--- src/rtl/ex_wb_ctrl_pkg.sv ---
// rtl/ex_wb_ctrl_pkg.sv - shared pipeline control types and constants for the EX/WB controller
package ex_wb_ctrl_pkg;

    localparam int RD_W = 6;

    typedef enum logic {
        RUN      = 1'b0,
        MEM_WAIT = 1'b1
    } state_t;

    localparam logic WB_SEL_ALU = 1'b0;
    localparam logic WB_SEL_MEM = 1'b1;

endpackage

--- src/rtl/ex_wb_ctrl_if.sv ---
// rtl/ex_wb_ctrl_if.sv - EX/WB controller bus: pipeline inputs and buffer/writeback controls
interface ex_wb_ctrl_if #(
    parameter int RD_W = 6
);
    import ex_wb_ctrl_pkg::*;

    logic            ex_valid;
    logic            ex_regWrite;
    logic            ex_memRead;
    logic [RD_W-1:0] ex_rd;
    logic [RD_W-1:0] id_rs;
    logic [RD_W-1:0] id_rt;
    logic            flush;
    logic            mem_ready;
    logic            buf_load;
    logic            buf_bubble;
    logic            stall_id;
    logic            wb_en;
    logic            wb_sel_mem;
    logic            err_timeout;

    modport master (
        output ex_valid, ex_regWrite, ex_memRead, ex_rd, id_rs, id_rt, flush, mem_ready,
        input  buf_load, buf_bubble, stall_id, wb_en, wb_sel_mem, err_timeout
    );

    modport slave (
        input  ex_valid, ex_regWrite, ex_memRead, ex_rd, id_rs, id_rt, flush, mem_ready,
        output buf_load, buf_bubble, stall_id, wb_en, wb_sel_mem, err_timeout
    );

endinterface

--- src/rtl/hazard_cmp.sv ---
// rtl/hazard_cmp.sv - combinational rd vs rs/rt match; ZERO_REG_PROTECT_EN masks rd==0
module hazard_cmp #(
    parameter int RD_W = 6
) (
    input  logic [RD_W-1:0] i_rd,
    input  logic [RD_W-1:0] i_rs,
    input  logic [RD_W-1:0] i_rt,
    output logic            o_match
);

    logic w_rd_live;

`ifdef ZERO_REG_PROTECT_EN
    assign w_rd_live = |i_rd;
`else
    assign w_rd_live = 1'b1;
`endif

    assign o_match = w_rd_live & ((i_rd == i_rs) | (i_rd == i_rt));

endmodule

--- src/rtl/ex_wb_ctrl.sv ---
// rtl/ex_wb_ctrl.sv - EX/WB buffer sequencing, load-use/memory stalls, writeback gating (ZERO_REG_PROTECT_EN)
module ex_wb_ctrl #(
    parameter int RD_W        = 6,
    parameter int MEM_TIMEOUT = 16,
    parameter int CNT_W       = 5
) (
    input  logic        clock,
    input  logic        reset_n,
    ex_wb_ctrl_if.slave bus
);
    import ex_wb_ctrl_pkg::*;

    localparam logic [CNT_W-1:0] LAST_WAIT = CNT_W'(MEM_TIMEOUT - 1);

    state_t          r_state;
    logic            r_buf_valid;
    logic            r_buf_regwrite;
    logic            r_buf_memread;
    logic [RD_W-1:0] r_buf_rd;
    logic [CNT_W-1:0] r_wait_cnt;
    logic            r_flush_pend;
    logic            r_err_timeout;

    logic w_rs_rt_hit;
    logic w_load_use;
    logic w_wb_rd_live;
    logic w_buf_load;
    logic w_buf_bubble;
    logic w_stall_id;
    logic w_wb_en;
    logic w_wb_sel;

    hazard_cmp #(.RD_W(RD_W)) u_hazard_cmp (
        .i_rd    (bus.ex_rd),
        .i_rs    (bus.id_rs),
        .i_rt    (bus.id_rt),
        .o_match (w_rs_rt_hit)
    );

    assign w_load_use = bus.ex_valid & bus.ex_memRead & bus.ex_regWrite & w_rs_rt_hit;

`ifdef ZERO_REG_PROTECT_EN
    assign w_wb_rd_live = |r_buf_rd;
`else
    // r0 writes pass through; the register file discards them
    logic w_unused_buf_rd;
    assign w_unused_buf_rd = ^r_buf_rd;
    assign w_wb_rd_live    = 1'b1;
`endif

    always_comb begin
        w_buf_load   = 1'b0;
        w_buf_bubble = 1'b0;
        w_stall_id   = 1'b0;
        w_wb_en      = 1'b0;
        w_wb_sel     = WB_SEL_ALU;
        if (reset_n) begin
            case (r_state)
                RUN: begin
                    // a load-use stall keeps the load flowing; only ID/EX is frozen
                    w_buf_load   = 1'b1;
                    w_buf_bubble = !bus.ex_valid | bus.flush | r_flush_pend;
                    w_stall_id   = w_load_use;
                    w_wb_en      = r_buf_valid & r_buf_regwrite & !r_buf_memread & w_wb_rd_live;
                end
                MEM_WAIT: begin
                    w_buf_bubble = 1'b1;
                    w_stall_id   = 1'b1;
                    w_wb_sel     = WB_SEL_MEM;
                    w_wb_en      = bus.mem_ready & r_buf_regwrite & w_wb_rd_live;
                end
                default: ;
            endcase
        end
    end

    always_ff @(posedge clock) begin
        if (!reset_n) begin
            r_state        <= RUN;
            r_buf_valid    <= 1'b0;
            r_buf_regwrite <= 1'b0;
            r_buf_memread  <= 1'b0;
            r_buf_rd       <= '0;
            r_wait_cnt     <= '0;
            r_flush_pend   <= 1'b0;
            r_err_timeout  <= 1'b0;
        end else begin
            case (r_state)
                RUN: begin
                    r_buf_valid    <= !w_buf_bubble;
                    r_buf_regwrite <= bus.ex_regWrite & !w_buf_bubble;
                    r_buf_memread  <= bus.ex_memRead & !w_buf_bubble;
                    r_buf_rd       <= bus.ex_rd;
                    r_flush_pend   <= 1'b0;
                    r_wait_cnt     <= '0;
                    if (bus.ex_memRead && !w_buf_bubble) begin
                        r_state <= MEM_WAIT;
                    end
                end
                MEM_WAIT: begin
                    r_wait_cnt   <= r_wait_cnt + 1'b1;
                    r_flush_pend <= r_flush_pend | bus.flush;
                    // mem_ready wins over the timeout in the final wait cycle
                    if (bus.mem_ready) begin
                        r_buf_valid <= 1'b0;
                        r_state     <= RUN;
                    end else if (r_wait_cnt == LAST_WAIT) begin
                        r_buf_valid   <= 1'b0;
                        r_err_timeout <= 1'b1;
                        r_state       <= RUN;
                    end
                end
                default: r_state <= RUN;
            endcase
        end
    end

    assign bus.buf_load    = w_buf_load;
    assign bus.buf_bubble  = w_buf_bubble;
    assign bus.stall_id    = w_stall_id;
    assign bus.wb_en       = w_wb_en;
    assign bus.wb_sel_mem  = w_wb_sel;
    assign bus.err_timeout = r_err_timeout;

endmodule

--- src/flat_wrapper.sv ---
// flat-port wrapper written by rule: the top's interface ports become plain ports
module ex_wb_ctrl_flat import ex_wb_ctrl_pkg::*;
#(
    parameter int RD_W        = 6,
    parameter int MEM_TIMEOUT = 16,
    parameter int CNT_W       = 5
)
  (clock, reset_n, bus_ex_valid, bus_ex_regWrite, bus_ex_memRead, bus_ex_rd, bus_id_rs, bus_id_rt, bus_flush, bus_mem_ready, bus_buf_load, bus_buf_bubble, bus_stall_id, bus_wb_en, bus_wb_sel_mem, bus_err_timeout);
  ex_wb_ctrl_if #(.RD_W(RD_W)) bus_i ();
  input  logic clock;
  input  logic reset_n;
  input wire logic [$bits(bus_i.ex_valid)-1:0] bus_ex_valid;
  input wire logic [$bits(bus_i.ex_regWrite)-1:0] bus_ex_regWrite;
  input wire logic [$bits(bus_i.ex_memRead)-1:0] bus_ex_memRead;
  input wire logic [$bits(bus_i.ex_rd)-1:0] bus_ex_rd;
  input wire logic [$bits(bus_i.id_rs)-1:0] bus_id_rs;
  input wire logic [$bits(bus_i.id_rt)-1:0] bus_id_rt;
  input wire logic [$bits(bus_i.flush)-1:0] bus_flush;
  input wire logic [$bits(bus_i.mem_ready)-1:0] bus_mem_ready;
  output wire logic [$bits(bus_i.buf_load)-1:0] bus_buf_load;
  output wire logic [$bits(bus_i.buf_bubble)-1:0] bus_buf_bubble;
  output wire logic [$bits(bus_i.stall_id)-1:0] bus_stall_id;
  output wire logic [$bits(bus_i.wb_en)-1:0] bus_wb_en;
  output wire logic [$bits(bus_i.wb_sel_mem)-1:0] bus_wb_sel_mem;
  output wire logic [$bits(bus_i.err_timeout)-1:0] bus_err_timeout;
  assign bus_i.ex_valid = bus_ex_valid;
  assign bus_i.ex_regWrite = bus_ex_regWrite;
  assign bus_i.ex_memRead = bus_ex_memRead;
  assign bus_i.ex_rd = bus_ex_rd;
  assign bus_i.id_rs = bus_id_rs;
  assign bus_i.id_rt = bus_id_rt;
  assign bus_i.flush = bus_flush;
  assign bus_i.mem_ready = bus_mem_ready;
  assign bus_buf_load = bus_i.buf_load;
  assign bus_buf_bubble = bus_i.buf_bubble;
  assign bus_stall_id = bus_i.stall_id;
  assign bus_wb_en = bus_i.wb_en;
  assign bus_wb_sel_mem = bus_i.wb_sel_mem;
  assign bus_err_timeout = bus_i.err_timeout;
  ex_wb_ctrl #(.RD_W(RD_W), .MEM_TIMEOUT(MEM_TIMEOUT), .CNT_W(CNT_W)) u_core (.clock(clock), .reset_n(reset_n), .bus(bus_i));
endmodule
--- config.mk ---
export PLATFORM = sky130hd
export DESIGN_NAME = ex_wb_ctrl_flat
export DESIGN_NICKNAME = d
export VERILOG_FILES = /design/src/rtl/ex_wb_ctrl_pkg.sv /design/src/rtl/ex_wb_ctrl_if.sv /design/src/rtl/hazard_cmp.sv /design/src/rtl/ex_wb_ctrl.sv /design/src/flat_wrapper.sv
export SDC_FILE = /design/constraint.sdc
export NUM_CORES = 1
export LEC_CHECK = 0
export ABC_AREA = 1
export BUFFER_PORTS_ARGS = -buffer_cell sky130_fd_sc_hd__clkbuf_2
export CORE_UTILIZATION = 33
export CTS_CLUSTER_DIAMETER = 100
export CTS_CLUSTER_SIZE = 30
export DETAILED_ROUTE_END_ITERATION = 7
export PLACE_DENSITY = 0.63
export SLEW_MARGIN = 20
export SYNTH_ARGS = -nofsm -noshare
export SYNTH_HDL_FRONTEND = slang
export SYNTH_HIERARCHICAL = 1
export SYNTH_SLANG_ARGS = --single-unit
--- constraint.sdc ---
create_clock -name clock -period 1.25 [get_ports clock]
set_input_delay 0.0625 -clock clock [delete_from_list [all_inputs] [get_ports clock]]
set_output_delay 0.0625 -clock clock [all_outputs]
set_load 0.01 [all_outputs]
### Yosys cells after proc, flatten, opt, wreduce, memory -nomap -nowiden

Cells that the tools add are included.

| word-level totals | value |
|---|---|
| output and inout port bits | 6 |
| flip-flop bits (word level) | 11 |

| cells by class | value |
|---|---|
| reductions and logical operators | 5 |
| muxes and demuxes | 19 |
| equal/unequal tests | 4 |
| $add $sub $neg | 1 |
| bitwise logic cells | 14 |

Operators with widths:

| cell | count |
|---|---|
| $eq 6x6->1 | 2 |
| $mux 1 | 12 |
| $pmux 1 s2 | 6 |
| $pmux 5 s2 | 1 |
| $and 1x1->1 | 8 |
| $add 5x1->5 const B | 1 |
| $eq 5x4->1 const B | 1 |
| $or 1x1->1 | 4 |
| $logic_not 1->1 | 3 |
| $ne 3x3->1 const B | 1 |
| $reduce_and 3->1 | 1 |
| $not 1->1 | 2 |
| $logic_and 1x1->1 | 1 |

### Depth between registers and ports, before layout

Gate-level depths: netlist of run 1.

| logic depth | value |
|---|---|
| word-level depth | 9 |
| gate-level depth with buffers | 8 |
| depth with buffers taken out | 8 |

### Cells and area by module

The synthesis of run 1 kept the hierarchy.

By module, submodules not included:

| module | cells each | sequential area each (µm²) | times used | area each (µm²) |
|---|---|---|---|---|
| ex_wb_ctrl | 63 | 220.2 | 1 | 484.2 |
| hazard_cmp | 61 | 0.0 | 1 | 232.7 |

### Worst setup path after synthesis of run 1

Ideal clock, no wire load.

| path | value |
|---|---|
| kind | reg2reg |
| from | reg u_core.r_wait_cnt[0] |
| to | reg u_core.r_buf_valid |
| cell stages (with the launch flop) | 8 |
| slack | 0.165 ns |
| setup time | 0.114 ns |
| data arrival time | 0.971 ns |
| data required time | 1.136 ns |
| cells stage by stage | dfxtp_1 ha_1 nand2_1 nor2_1 ha_1 inv_1 nand4_1 nand2_1 |

| on the way | value |
|---|---|
| cells in the longest elaborated chain, start to end | 2 |

RTL lines:

| item | RTL line | text |
|---|---|---|
| from (decl) | ex_wb_ctrl.sv:20 | `logic [CNT_W-1:0] r_wait_cnt;` |
| from (signal assigned) | ex_wb_ctrl.sv:101 | `r_wait_cnt <= r_wait_cnt + 1'b1;` |
| $eq 5x4->1 | ex_wb_ctrl.sv:107 | `end else if (r_wait_cnt == LAST_WAIT) begin` |
| $ne 3x3->1 (no source line) | n/a |  |
| to (signal assigned) | ex_wb_ctrl.sv:90 | `r_buf_valid <= !w_buf_bubble;` |
| to (decl) | ex_wb_ctrl.sv:16 | `logic r_buf_valid;` |

No other way between the ends.
A chain may end at the register's enable or synchronous reset.

### Worst setup path after layout of run 1

| path | value |
|---|---|
| from | reg u_core.r_state |
| to | out bus_buf_bubble |

| on the way | value |
|---|---|
| cells in the longest elaborated chain, start to end | 3 |

RTL lines:

| item | RTL line | text |
|---|---|---|
| from (decl) | ex_wb_ctrl.sv:15 | `state_t r_state;` |
| from (signal assigned) | ex_wb_ctrl.sv:79 | `r_state <= RUN;` |
| from (signal assigned) | ex_wb_ctrl.sv:97 | `r_state <= MEM_WAIT;` |
| from (signal assigned) | ex_wb_ctrl.sv:106 | `r_state <= RUN;` |
| $not 1->1 | ex_wb_ctrl.sv:58 | `case (r_state)` |
| $pmux 1 s2 (*) | ex_wb_ctrl.sv:58 |  |
| $mux 1 (*) | ex_wb_ctrl.sv:57 | `if (reset_n) begin` |
| to (decl) | flat_wrapper.sv:21 | `output wire logic [$bits(bus_i.buf_bubble)-1:0] bus_buf_bubble;` |

Every way passes the cells marked *; elsewhere a longest branch is shown, timed or not.

==> flow_metrics.py, run 1 <==
metrics = {
    "timing": {
        "holdWs_ns": 0.03468,
        "maxSlewViolCount": 0,
        "finClkSkew_ns": 0.002945,
        "slew_headroom": 0.9026,
        "fmax_mhz": 849.7,
        "setup_viol": 0,
        "setup_tns_ns": 0,
        "finalHoldViolations": 0,
        "tightest_slew_ns": 0.1446,
        "period_share": 0.9415,
        "rsz0062_at_grt": "no",
        "setup_slack_ns": 0.07308,
        "post-route-min-period_ns": 1.177,
    },
    "critical_path": {
        "worstPathMaxFanout": 5,
        "worstSetupStartpointType": "flop",
        "required_ns": 1.19,
        "r2r_setup_slack_ns": 0.10,
        "path_class": "reg2out",
        "crit_arrival_ns": 1.11,
        "worstSetupEndpointType": "output port",
    },
    "synthesis": {
        "synth_top_family_by_area": "simple AND/OR/NAND/NOR gates",
        "ys_types": 14,
        "ys_warn_count": 6,
        "synth-xor-area-share": 0,
        "ys_seq_area_frac": 0.3072,
        "synth_area_um2": 716.9,
        "netlist_instances": 124,
        "synth_area_per_cell_um2": 5.782,
        "synthAdderAreaFrac": 0.03490,
        "synth_fp_nets": 151,
        "synth_compound_area_frac": 0.04014,
        "ys_ff_latch": 11,
        "yosys.area_share.simple": 0.4712,
        "muxShareOfSynthArea": 0,
    },
    "floorplan": {
        "die-area_um2": 2363,
        "pin_count": 31,
        "rows": 16,
        "die_w_um": 48.61,
        "core_um2": 2002,
        "die_height_um": 48.61,
        "start_util": 0.3581,
    },
    "routing": {
        "vias": 783,
        "post_drt_wl_per_cell_um": 7.962,
        "first_pass_iters": 4,
        "drt_wl_total_um": 1473,
        "drc": 0,
        "via_per_inst": 4.232,
        "drtAntennaViolNets": 0,
        "drt-initial-drc-count": 6,
    },
    "cells_and_area": {
        "drive_gt1_frac": 0.2911,
        "final_common_cell": "nand2_1",
        "area_growth_pct": 30.02,
        "antenna_cells": 0,
        "final_cell_mix": "47 x nand2_1, 29 x clkbuf_2, 25 x inv_1",
        "final_cells": 185,
        "nNetsFinal": 186,
        "final_area_um2": 932.1,
    },
    "global_routing": {
        "antenna_found_initial": 0,
        "grt_pass1_vias": 741,
        "grt_start_max_net_pins": 7,
        "grt_first_pass_wirelength_um": 2587,
        "grtUsageTotal": 0.1366,
        "overflow": 0,
    },
    "clock_network": {
        "cts_root_buf": "clkbuf_4",
        "clk_pin_slew_ns": 0.07,
        "cts_tree": "built",
        "insertion_delay_ns": 0.26,
        "htree_levels": 1,
        "clock-sinks": 11,
        "ctsHoldBuffers": 0,
        "cts_setup_buffers": 0,
        "cts_buffer_depth": 2,
        "cts_made_buffers": 3,
    },
    "pwr": {
        "power-per-cell-area_nw_per_um2": 801.5,
        "power_leakage_uw": 0.0005591,
        "ir_drop_mv": 0.3043,
    },
    "placed_design": {
        "placed_cells": 181,
        "dp.final_hpwl_um": 1257,
        "placed_cell_area_um2": 900.9,
        "dp_slack_ns": 0.09879,
        "port_buffers": 30,
        "routabilityCongestion": 0.7253,
    },
    "run_status": {
        "run_status": "finished, final reports clean",
    },
    "job": {
        "cap_viol_max_count": 0,
    },
    "worst_hold_path": {
        "worstHoldPathType": "in2reg",
    },
}
## flip-flops by register name (all words and copies together), names as in the netlist
register	cells
u_core/r_flush_pend	1
u_core/r_state	1
u_core/r_buf_regwrite	1
u_core/bus.err_timeout	1
u_core/r_buf_memread	1
u_core/r_buf_valid	1
u_core/r_wait_cnt	5
## final timing paths
check	start	end	cells past startpoint
setup / recovery	u_core/r_state$_SDFF_PN0_	bus_buf_bubble	5
hold / removal	bus_ex_regWrite	u_core/r_buf_regwrite$_SDFFE_PN0N_	3
setup reg to reg	u_core/r_wait_cnt[0]$_SDFF_PN0_	u_core/r_buf_valid$_SDFFE_PN0P_	7
hold reg to reg	u_core/r_wait_cnt[0]$_SDFF_PN0_	u_core/r_wait_cnt[0]$_SDFF_PN0_	1
## layout make-up
class / instances / area [µm²]
sequential: 11 / 222.7
inverter: 28 / 105.1
timing repair buffer: 30 / 150.1
multi-input combinational: 85 / 394.1
fill: 232 / 1070
clock buffer: 4 / 26.28
tap: 27 / 33.78
## where the power goes
group | total, µW | internal (µW) | switching, µW | leakage [µW]
clock network | 241 | 123 | 117 | 0.0000150
logic | 145 | 63.4 | 81.2 | 0.000454
registers | 362 | 357 | 5.25 | 0.0000900
## stage by stage
stage,utilization,power [µW]
detailed placement,0.4500,515.2
CTS,0.4638,756.1
global placement,0.4500,511.6
global route,0.4656,790.9
finish,0.4656,747.1
floorplan,-,446.7
## per-layer routing
| layer | vias to the layer above | wire [µm] | track usage |
|---|---|---|---|
| li1 | 437 | - | - |
| met1 | 330 | 617 | 0.1387 |
| met2 | 16 | 802 | 0.2708 |
| met3 | 0 | 54 | 0.009434 |
| met4 | 0 | 0 | 0.07353 |
| met5 | - | 0 | 0 |
## worst max-delay path, cell delays in order, from the launching register on
cell and delay, ns:
dfxtp_2 0.41, inv_2 0.08, nand2_2 0.08, nor2_4 0.05
nor2_1 0.09, clkbuf_2 0.14
## synthesized netlist by cell type
master	number	share of area
inv_1	25	0.13
inv_2	3	0.016
a21oi_1	3	0.021
o21ai_0	1	0.0070
nor2_4	3	0.047
dfxtp_1	11	0.31
nor2_1	15	0.079
a21oi_2	1	0.012
nand2_2	3	0.026
nand2_1	47	0.25
nand3_1	7	0.049
ha_1	2	0.035
nand4_1	2	0.017
nor3_1	1	0.0070
## logic make-up (layout without fill, tap and decap cells)
family / Yosys count / in the layout
AOI/OAI and AO/OA: 5 / 5
adders and majority gates: 2 / 2
buffers and inverters: 28 / 62
DFF: 11 / 11
and+or+nand+nor: 78 / 78
## timing repair
item,CTS,global route
pin swaps,0,0
endpoints found under the setup margin,1,3
gates resized for setup,1,3
Power figures use the tool's default switching activity.
==> run 2: changes to the inputs <==
--- a/config.mk
+++ b/config.mk
@@ -5,13 +5,11 @@
 export SDC_FILE = /design/constraint.sdc
 export NUM_CORES = 1
 export LEC_CHECK = 0
-export ABC_AREA = 1
 export BUFFER_PORTS_ARGS = -buffer_cell sky130_fd_sc_hd__clkbuf_2
 export CORE_UTILIZATION = 33
-export CTS_CLUSTER_DIAMETER = 100
 export CTS_CLUSTER_SIZE = 30
 export DETAILED_ROUTE_END_ITERATION = 7
-export PLACE_DENSITY = 0.63
+export PLACE_DENSITY = 0.68
 export SLEW_MARGIN = 20
 export SYNTH_ARGS = -nofsm -noshare
 export SYNTH_HDL_FRONTEND = slang
==> constraint.sdc (replaced) <==
create_clock -name clock -period 1 [get_ports clock]
set_input_delay 0.05 -clock clock [delete_from_list [all_inputs] [get_ports clock]]
set_output_delay 0.05 -clock clock [all_outputs]
set_load 0.01 [all_outputs]
==> run 2 against run 1 <==
The flow now finishes with violations (negative setup slack); first-iteration DRC count increased by 100%; total power increased by 32%; die area decreased by 15%; register-to-register slack got worse by 0.39 ns; final cell count decreased by 24%; combinational power increased by 54%; synthesized cell count decreased by 48%; non-clock buffer count increased by 19; sequential share of layout area decreased by 2.4 points; flip-flop and latch count unchanged; largest cell class unchanged.
==> flow_metrics.py, run 2 <==
metrics = {
    "timing": {
        "slew_headroom": 0.8424,
        "setup_viol": 12,
        "tightest_slew_ns": 0.2354,
        "maxSlewViolCount": 0,
        "finClkSkew_ns": 0.001067,
        "post-route-min-period_ns": 1.423,
        "setup_slack_ns": -0.4226,
        "setup_tns_ns": -2.449,
        "fmax_mhz": 702.9,
        "rsz0062_at_grt": "yes",
        "period_share": 1.423,
        "holdWs_ns": 0.05630,
        "finalHoldViolations": 0,
    },
    "critical_path": {
        "required_ns": 0.95,
        "worstPathMaxFanout": 3,
        "max_stage_delay_ns": 0.51,
        "path_class": "reg2out",
        "crit_arrival_ns": 1.37,
        "worstSetupStartpointType": "flop",
        "cpLargestDelayFamily": "simple AND/OR/NAND/NOR gates",
        "cp_slowest_cell": "or4b_4",
        "path_cells": "or4b_4, and2_4, buf_6",
        "worstSetupEndpointType": "output port",
        "crit_buf_inv": 1,
    },
    "placed_design": {
        "placed_cells": 130,
        "routabilityCongestion": 0.7275,
        "port_buffers": 30,
        "dp.final_hpwl_um": 1172,
    },
    "routing": {
        "drtAntennaViolNets": 0,
        "first_pass_iters": 4,
        "drt-initial-drc-count": 12,
        "drt_wl_total_um": 1511,
        "via_per_inst": 4.624,
        "drc": 0,
        "post_drt_wl_per_cell_um": 10.72,
        "vias": 652,
    },
    "synthesis": {
        "ys_warn_count": 6,
        "synth-edff-count": 0,
        "synth_area_um2": 608.1,
        "synth.top_cell.area_share": 0.3621,
        "ys_ff_latch": 11,
        "synthTopCellsByArea": "dfxtp_1 36%, xnor2_1 19%, ha_1 4.1%",
        "synth_common_cells": "13 x xnor2_1, 11 x dfxtp_1, 6 x nor2_1",
        "synth_most_common_cell": "xnor2_1",
        "netlist_instances": 65,
        "ys_seq_area_frac": 0.3621,
        "synth_area_per_cell_um2": 9.355,
        "synthArstFlopShare": 0,
        "synth_area_leader_cell": "dfxtp_1",
        "synth_fp_nets": 92,
        "ys.flop_type": "dfxtp_1",
        "ys_types": 27,
    },
    "cells_and_area": {
        "final_cell_mix": "27 x clkbuf_2, 18 x buf_4, 12 x xnor2_1",
        "area_growth_pct": 71.19,
        "n_fill_cell": 150,
        "final_common_cell": "clkbuf_2",
        "final_core_util": 0.6029,
        "nNetsFinal": 144,
        "antenna_cells": 0,
        "final_cells": 141,
        "drive_gt1_frac": 0.5948,
        "top_register": "u_core/r_wait_cnt",
        "largest_register_ff_count": 5,
    },
    "floorplan": {
        "die_height_um": 44.93,
        "die-area_um2": 2018,
        "rows": 15,
        "die_w_um": 44.93,
        "start_util": 0.3522,
        "core_um2": 1727,
        "pin_count": 31,
    },
    "global_routing": {
        "antenna_found_initial": 0,
        "grt_start_max_net_pins": 9,
        "grt_first_pass_wirelength_um": 2463,
        "grt_pass1_vias": 634,
        "overflow": 0,
        "grtUsageTotal": 0.1718,
    },
    "clock_network": {
        "cts_made_buffers": 3,
        "cts_tree": "built",
        "ctsHoldBuffers": 0,
        "cts_buffer_depth": 2,
        "htree_levels": 1,
        "clk_pin_slew_ns": 0.07,
        "insertion_delay_ns": 0.27,
        "clock-sinks": 11,
        "cts_root_buf": "clkbuf_4",
    },
    "pwr": {
        "ir_drop_mv": 0.3858,
        "switching_share": 0.2578,
        "finalPower_uw": 986.4,
        "power-per-cell-area_nw_per_um2": 947.6,
        "power_leakage_uw": 0.0004758,
        "p_clk_frac": 0.316,
        "power_switching_uw": 254.3,
        "comb_power_share": 0.227,
        "internal_power_uw": 732.1,
        "p_seq_frac": 0.456,
    },
    "run_status": {
        "violations": "negative setup slack",
        "run_status": "finished with violations",
    },
    "worst_hold_path": {
        "worstHoldPathType": "in2reg",
    },
    "job": {
        "cap_viol_max_count": 0,
    },
}
run 2: layout make-up:
type                            count  area (µm²)  area share
Multi-Input combinational cell     50       446.7      0.4291
Timing Repair Buffer               49       302.8      0.2909
Sequential cell                    11       224.0      0.2151
Tap cell                           25       31.28     0.03005
Clock buffer                        4       26.28     0.02524
Inverter                            2       10.01    0.009615
run 2: timing repair:
action,4_1_cts,5_1_grt
gates resized for setup,8,7
pin swaps,9,2
setup buffers,5,2
setup endpoints to repair,11,14
hold endpoints to repair,0,0
run 2: kinds of logic (layout without fill, tap and decap cells):
kind of cell	count (synthesis)	after routing	share of synthesized area
AO/OA/AOI/OAI	8	8	0.1070
XOR/XNOR	13	13	0.1872
adder cells (fa/ha/maj)	2	2	0.04115
buffers and inverters	4	55	0.02674
flip-flops	11	11	0.3621
multiplexers	1	1	0.01646
AND/OR/NAND/NOR	26	26	0.2593
run 2: path summary, 6_finish.rpt:
check	start	endpoint	slack [ns]	cells after the start
worst max-delay path	u_core/r_state$_SDFF_PN0_	bus_buf_bubble	-0.42	3
worst min register to register	u_core/r_buf_regwrite$_SDFFE_PN0N_	u_core/r_buf_regwrite$_SDFFE_PN0N_	0.47	1
worst min-delay path	bus_ex_regWrite	u_core/r_buf_regwrite$_SDFFE_PN0N_	0.06	2
worst max register to register	u_core/r_state$_SDFF_PN0_	u_core/r_state$_SDFF_PN0_	-0.29	4
run 2: per-stage QoR:
stage / cell area, µm² / worst slack, ns
floorplan: 650.6 / -0.1758
global placement: 907.1 / -0.1852
detailed placement: 907.1 / -0.1973
CTS: 1006 / -0.4452
global route: 1041 / -0.4713
finish: 1041 / -0.4226
run 2: layer usage:
metal  vias up  wire length, µm  track usage
met5         -                0            0
met2        35              719       0.2754
met1       282              628       0.2030
li1        331                -            -
met4         0               26      0.09091
met3         4              137      0.05600
run 2: worst register-to-register path: cells and delay by family, from the launching register on:
kind	cells	cell delay, ns
buffers and inverters	2	0.26
flip-flops	1	0.33
AO/OA/AOI/OAI	1	0.10
AND/OR/NAND/NOR	1	0.51
run 2: power groups by stage:
stage                     Combinational (µW)  Clock [µW]  Sequential [µW]
after floorplan                         95.4           0              459
after global placement                   190           0              460
after detailed placement                 193           0              461
after CTS                                215         322              450
after global routing                     245         349              451
final                                    224         312              450
